--- src/rtl/tmds_decoder.sv ---
`default_nettype none
//==============================================================================
// Module   : tmds_decoder
// Brief    : TMDS channel decoder with bit-slip word alignment on DVI control
//            tokens; emits pixel byte or control code plus blanking flag.
// Revision : 1.0 - initial release
//==============================================================================
module tmds_decoder #(
    parameter int P_LOCK_TOKENS  = 8,
    parameter int P_DWELL_CYCLES = 64,
    parameter int P_LOSS_CYCLES  = 4096
) (
    input  logic       i_clk,
    input  logic       i_rst,
    input  logic [9:0] i_symbol,
    output logic [7:0] o_data,
    output logic [1:0] o_control_data,
    output logic       o_blanking,
    output logic       o_valid,
    output logic       o_locked,
    output logic [3:0] o_offset
);

    localparam int c_TOK_W   = (P_LOCK_TOKENS  > 1) ? $clog2(P_LOCK_TOKENS)  : 1;
    localparam int c_DWELL_W = (P_DWELL_CYCLES > 1) ? $clog2(P_DWELL_CYCLES) : 1;
    localparam int c_LOSS_W  = (P_LOSS_CYCLES  > 1) ? $clog2(P_LOSS_CYCLES)  : 1;

    localparam logic [c_TOK_W-1:0]   c_TOK_LAST   = c_TOK_W'(P_LOCK_TOKENS - 1);
    localparam logic [c_DWELL_W-1:0] c_DWELL_LAST = c_DWELL_W'(P_DWELL_CYCLES - 1);
    localparam logic [c_LOSS_W-1:0]  c_LOSS_LAST  = c_LOSS_W'(P_LOSS_CYCLES - 1);

    typedef enum logic [0:0] {
        ST_SEARCH = 1'b0,
        ST_LOCKED = 1'b1
    } state_t;

    state_t               state_q,   state_d;
    logic [3:0]           offset_q,  offset_d;
    logic [c_TOK_W-1:0]   tok_cnt_q, tok_cnt_d;
    logic [c_DWELL_W-1:0] dwell_q,   dwell_d;
    logic [c_LOSS_W-1:0]  loss_q,    loss_d;
    logic [9:0]           prev_q,    prev_d;
    logic [7:0]           data_q,    data_d;
    logic [1:0]           ctrl_q,    ctrl_d;
    logic                 blank_q,   blank_d;
    logic                 locked_q,  locked_d;

    logic [18:0] w_window;
    logic [9:0]  w_sym;
    logic        w_is_tok;
    logic [1:0]  w_tok_code;
    logic [7:0]  w_d;
    logic [7:0]  w_dec;
    logic [3:0]  w_offset_inc;
    logic        w_locked_nx;

    // Offsets only reach 9, so the top bit of the newest word never lands in the window.
    always_comb begin
        w_window = {i_symbol[8:0], prev_q};
        w_sym    = w_window[9:0];
        for (int k = 0; k < 10; k++) begin
            if (offset_q == 4'(k)) begin
                w_sym = w_window[k +: 10];
            end
        end
    end

    always_comb begin
        w_is_tok   = 1'b1;
        w_tok_code = 2'b00;
        case (w_sym)
            10'h354: w_tok_code = 2'b00;
            10'h0AB: w_tok_code = 2'b01;
            10'h154: w_tok_code = 2'b10;
            10'h2AB: w_tok_code = 2'b11;
            default: w_is_tok   = 1'b0;
        endcase
    end

    always_comb begin
        w_d      = w_sym[9] ? ~w_sym[7:0] : w_sym[7:0];
        w_dec    = '0;
        w_dec[0] = w_d[0];
        for (int i = 1; i < 8; i++) begin
            w_dec[i] = w_sym[8] ? (w_d[i] ^ w_d[i-1]) : ~(w_d[i] ^ w_d[i-1]);
        end
    end

    always_comb begin
        state_d      = state_q;
        offset_d     = offset_q;
        tok_cnt_d    = tok_cnt_q;
        dwell_d      = dwell_q;
        loss_d       = loss_q;
        w_offset_inc = (offset_q == 4'd9) ? 4'd0 : offset_q + 4'd1;
        case (state_q)
            ST_SEARCH: begin
                // A completed token run takes priority over a simultaneous dwell expiry.
                if (w_is_tok && (tok_cnt_q == c_TOK_LAST)) begin
                    state_d   = ST_LOCKED;
                    tok_cnt_d = '0;
                    dwell_d   = '0;
                    loss_d    = '0;
                end else if (dwell_q == c_DWELL_LAST) begin
                    offset_d  = w_offset_inc;
                    dwell_d   = '0;
                    tok_cnt_d = '0;
                end else begin
                    dwell_d   = dwell_q + c_DWELL_W'(1);
                    tok_cnt_d = w_is_tok ? tok_cnt_q + c_TOK_W'(1) : '0;
                end
            end
            ST_LOCKED: begin
                if (w_is_tok) begin
                    loss_d = '0;
                end else if (loss_q == c_LOSS_LAST) begin
                    state_d   = ST_SEARCH;
                    offset_d  = w_offset_inc;
                    loss_d    = '0;
                    tok_cnt_d = '0;
                    dwell_d   = '0;
                end else begin
                    loss_d = loss_q + c_LOSS_W'(1);
                end
            end
            default: state_d = ST_SEARCH;
        endcase
    end

    // Output stage follows the next state so lock status stays aligned with the symbol it describes.
    always_comb begin
        prev_d      = i_symbol;
        w_locked_nx = (state_d == ST_LOCKED);
        locked_d    = w_locked_nx;
        data_d      = 8'h00;
        ctrl_d      = ctrl_q;
        blank_d     = 1'b1;
        if (!w_locked_nx) begin
            ctrl_d = 2'b00;
        end else if (w_is_tok) begin
            ctrl_d = w_tok_code;
        end else begin
            blank_d = 1'b0;
            data_d  = w_dec;
        end
    end

    always_ff @(posedge i_clk) begin
        if (i_rst) begin
            state_q   <= ST_SEARCH;
            offset_q  <= 4'd0;
            tok_cnt_q <= '0;
            dwell_q   <= '0;
            loss_q    <= '0;
            prev_q    <= 10'd0;
            data_q    <= 8'h00;
            ctrl_q    <= 2'b00;
            blank_q   <= 1'b1;
            locked_q  <= 1'b0;
        end else begin
            state_q   <= state_d;
            offset_q  <= offset_d;
            tok_cnt_q <= tok_cnt_d;
            dwell_q   <= dwell_d;
            loss_q    <= loss_d;
            prev_q    <= prev_d;
            data_q    <= data_d;
            ctrl_q    <= ctrl_d;
            blank_q   <= blank_d;
            locked_q  <= locked_d;
        end
    end

    assign o_data         = data_q;
    assign o_control_data = ctrl_q;
    assign o_blanking     = blank_q;
    assign o_valid        = locked_q;
    assign o_locked       = locked_q;
    assign o_offset       = offset_q;

endmodule
`default_nettype wire

--- config.mk ---
export PLATFORM = sky130hd
export DESIGN_NAME = tmds_decoder
export DESIGN_NICKNAME = d
export VERILOG_FILES = /design/src/rtl/tmds_decoder.sv
export SDC_FILE = /design/constraint.sdc
export NUM_CORES = 1
export LEC_CHECK = 0
export CAP_MARGIN = 15
export CORE_MARGIN = 2
export CORE_UTILIZATION = 30
export DETAILED_ROUTE_END_ITERATION = 10
export SLEW_MARGIN = 10
export SYNTH_ARGS = -nofsm -noshare
export SYNTH_HDL_FRONTEND = slang
export SYNTH_SLANG_ARGS = --single-unit
--- constraint.sdc ---
create_clock -name i_clk -period 3.5 [get_ports i_clk]
set_input_delay 0.35 -clock i_clk [delete_from_list [all_inputs] [get_ports i_clk]]
set_output_delay 0.35 -clock i_clk [all_outputs]
set_load 0.01 [all_outputs]
### Word-level counts from Yosys, hierarchy flattened

Index checks and enable logic that the tools add are counted.

* register bits after elaboration: 47
* output and inout bits: 17
* logic and storage cells: 102

* $add $sub $neg: 4
* equal/unequal tests: 21
* mux-type cells: 45
* bitwise operators: 17
* reductions and logical operators: 6

Operators by type and width (count)
* $mux W10: 9
* $mux W12: 3
* $mux W6: 4
* $pmux W12 S2: 1
* $eq A10 B10 Y1 const B: 2
* $mux W4: 5
* $eq A4 B3 Y1 const B: 4
* $mux W3: 5
* $add A12 B1 Y12 const B: 1
* $eq A12 B12 Y1 const B: 1
* $mux W1: 12
* $pmux W6 S2: 1
* $eq A10 B8 Y1 const B: 1
* $eq A10 B9 Y1 const B: 1
* $not A1 Y1: 9
* $eq A4 B2 Y1 const B: 2
* $eq A4 B4 Y1 const B: 2
* $mux W8: 1
* $ne A2 B2 Y1 const B: 4
* $not A8 Y8: 1
* $pmux W4 S2: 1
* $xor A1 B1 Y1: 7
* $add A6 B1 Y6 const B: 1
* $eq A6 B6 Y1 const B: 1
* other kinds (14): 14

### Depth between registers and ports, before layout

* word-level depth: 18
* depth in mapped cells: 20
* depth with buffers taken out: 16

### Worst setup path before layout

OpenSTA, ideal clock, no wires.

* path type: flip-flop to flip-flop
* start: register offset_q[0] (netlist: o_offset[0])
* end: register offset_q[0] (netlist: o_offset[0])
* setup time: 0.123 ns
* arrival time: 3.890 ns
* required time: 3.377 ns
* slack: -0.513 ns
* stages on the path, launching flop included: 17
* buffers on the path: 3
* clock period less this slack: 4.013 ns
* path through: dfxtp_1 buf_4 clkbuf_1 nor4bb_1 a22oi_1 nand2_1 a2bb2oi_1 o22ai_1 a31o_2 ha_1 nand4_1 and4b_4 nor4_4 a21oi_1 buf_2 nor3b_1 mux2_1

* longest elaborated chain between the ends: 16
* elaborated cells on any way between the ends: 35
* classes of those cells: add/sub: 1; eq/ne: 15; mux: 16; reduce/logical: 3

Ends and longest elaborated chain
* from (decl): RTL line 38 `logic [3:0] offset_q, offset_d;`
* from (signal assigned): RTL line 162 `offset_q <= offset_d;`
* $eq A4 B1 Y1: RTL line 62 `if (offset_q == 4'(k)) begin`
* $mux W10 (9 in a row): RTL line 62
* $eq A10 B10 Y1 (tied with other cells): RTL line 71 `case (w_sym)`
* $reduce_or A4 Y1 (no source line)
* $mux W1: RTL line 71
* $logic_and A1 B1 Y1: RTL line 99 `if (w_is_tok && (tok_cnt_q == c_TOK_LAST)) begin`
* $ne A2 B2 Y1 (no source line)
* $reduce_and A4 Y1 (no source line)

Parallel ways exist; a longest one is shown, timed or not. The select of a mux whose other input is x is not followed.
A chain may end at the register's enable or synchronous reset.

### Worst setup path in the final report

* start: register offset_q[1] (netlist: o_offset[1])
* end: register offset_q[0] (netlist: o_offset[0])

The elaborated chain is that of the path after synthesis.

==> impl_metrics.ini <==
[outcome]
status = finished, violations left
violations = negative setup slack

[setup_path]
cp.arrival_ps = 3720
cp-start-kind = flop
critPathKind = flop to flop
r2r_cells = 17
path_max_fanout = 6
worstPathRequired_ps = 3670
crit_path_end_kind = flop

[die]
start_util_pct = 31.13
fp-row-count = 38
die_w_um = 110.5
core_um2 = 10940
io_pins = 29
die_h_um = 110.5
die_area_um2 = 12220

[global_routing]
track_usage_pct = 16.96
grt_pass1_vias = 3446
antenna_found_initial = 0
grt_pass1_wl_um = 17080
grt_max_degree = 38
grt_overflow = 0

[detailed_routing]
via_count = 3601
dr.first_iter.drc_count = 242
drc = 0
wl_per_cell_um = 16.87
first_pass_iters = 4
wirelength_um = 11170
antenna_left = 0
via_per_inst = 5.440

[finish]
final_cells = 662
drive_gt1_share_pct = 32.18
antenna_cells = 0
seqCellArea_um2 = 952.2
final_area_um2 = 4950
synthToLayoutAreaGrowth_pct = 45.39
post-route-util_pct = 45.26
nFillCells = 1065
multi_input_area_um2 = 2613
layout.nets = 545

[sta]
fin_crit_ps = 3548
hold_viol_final = 0
worst_slew_pin_slew_ps = 564.8
fmax_mhz = 281.9
slew_headroom_pct = 61.95
setup_violations = 5
fin_skew_ps = 16.39
setup_ws_ps = -47.76
setup_tns_ps = -68.11
timing.hold.ws_ps = 458.4
rsz0062_at_grt = yes
slew_viol_final = 0
finalCritPeriodShare_pct = 101.4

[pwr]
combPwrFrac_pct = 11.3
pwr-share-clk_pct = 45.4
swShare_pct = 23.88
power-per-cell-area_nw_per_um2 = 259.0
p_int_mw = 0.9758
finalPower_mw = 1.282
sequentialPowerShare_pct = 43.3
ir_drop_uv = 158.6
p_sw_mw = 0.3062
leakagePower_nw = 1.920

[min_path]
whs_path_depth = 2
hold_class = flop to flop

[synthesis]
synth_edf_count = 0
ys_top_cells_by_area = dfxtp_1 28%, a21oi_1 5.4%, ha_1 4.4%
yosysTopAreaCell = dfxtp_1
avgSynthCellArea_um2 = 7.791
synthFlopType = dfxtp_1
synthArstFlopShare_pct = 0
ys_ff_latch = 47
synth_top_area_share_pct = 27.64
ys_warn_count = 0
synth_cells = 437
syn_nets = 461
synth_most_common_cell = dfxtp_1
syn_area_um2 = 3405
yosysSeqAreaShare_pct = 27.64
ys_top_cells_by_count = 47 x dfxtp_1, 39 x nand2_1, 39 x nor2_1
yosysUniqueCellTypes = 71

[clock_tree]
cts_buffers = 5
insertion_delay_ps = 290
path_clk_slew_ps = 70
cts_buffer_depth = 2
cts_tree = done
cts_root_buffer = clkbuf_16
cts_sinks = 47
h-tree-depth = 2

[placement]
gp_congestion = 0.9746
dpl.cell_count = 641
dpl_cell_area_um2 = 4325
numPortBuffers = 28
place_hpwl_um = 7963
pre_cts_ws_ps = -212.0

[job]
maxCapViolCount = 0
## cell usage in the layout (no fill, tap or decap), types with 6 or more instances in the layout
cell,synthesis,final
a21oi_1,37,31
and3_1,11,11
buf_4,4,69
buf_6,3,14
clkdlybuf4s50_1,0,28
dfxtp_1,47,44
ha_1,12,9
inv_1,15,15
mux2i_1,7,7
nand2_1,39,37
nand2b_1,8,7
nand3_1,7,6
nor2_1,39,32
nor2_2,0,6
nor2b_1,13,12
nor3_1,14,10
o211a_1,6,6
o21ai_1,9,11
o22ai_1,10,7
xor2_1,7,7
## power groups by stage
| stage | Combinational, mW | Clock, mW | Sequential, mW |
|---|---|---|---|
| floorplan | 0.0764 | 0 | 0.562 |
| global placement | 0.129 | 0 | 0.569 |
| detailed placement | 0.130 | 0 | 0.569 |
| CTS | 0.131 | 0.592 | 0.556 |
| global route | 0.158 | 0.616 | 0.557 |
| finish | 0.145 | 0.581 | 0.556 |
## cells by family (layout without fill, tap and decap cells)
logic type / Yosys count / in the layout / synth area share [%]
XOR/XNOR: 11 / 11 / 2.830
buffers and inverters: 51 / 135 / 6.909
adder cells (fa/ha/maj): 12 / 12 / 4.410
AO/OA/AOI/OAI: 138 / 138 / 28.19
multiplexers: 12 / 12 / 3.712
flip-flops: 47 / 47 / 27.64
AND/OR/NAND/NOR: 166 / 167 / 26.31
## registers in the layout (all words and copies together) (netlist names)
name            flops
o_blanking          1
o_locked            1
o_control_data      2
loss_q             12
tok_cnt_q           3
prev_q             10
dwell_q             6
o_offset            4
o_data              8
## final cells by class
| cell class | count | share of cell area, % |
|---|---|---|
| Clock buffer | 6 | 2.806 |
| Tap cell | 140 | 3.539 |
| Inverter | 15 | 1.138 |
| Sequential cell | 47 | 19.24 |
| Timing Repair Buffer | 112 | 19.72 |
| Multi-Input combinational cell | 340 | 52.78 |
| Clock inverter | 2 | 0.7836 |
## worst paths after layout
check                    startpoint                end  slack, ps
hold / removal    o_control_data[1]  o_control_data[1]        460
setup reg to reg        o_offset[1]        o_offset[0]        -50
hold reg to reg   o_control_data[1]  o_control_data[1]        460
setup / recovery        o_offset[1]        o_offset[0]        -50
## layer usage
| layer | wire length, µm | track usage, % |
|---|---|---|
| met5 | 0 | 0 |
| met2 | 5489 | 29.00 |
| met1 | 4850 | 21.57 |
| met3 | 533 | 2.744 |
| met4 | 295 | 5.917 |
## critical path: stages (launching register included)
cell      delay [ps]
dfxtp_4          360
nor4bb_4         160
buf_4            160
a221oi_4         280
o211ai_1         130
o211ai_1         110
a21oi_1          110
o31ai_2          320
buf_4            180
ha_4             120
and4_4           220
nand2_4           60
a211oi_4         340
o41ai_2          120
buf_4            170
buf_4            130
nor3b_2          150
mux2_4           320
## timing repair
item,in CTS,in global routing
gates resized for setup,12,66
gates cloned,0,1
setup buffers,0,12
endpoints found under the setup margin,37,37
hold buffers,0,0
hold endpoints to repair,0,0
pin swaps,4,52
Power figures use the tool's default switching activity.
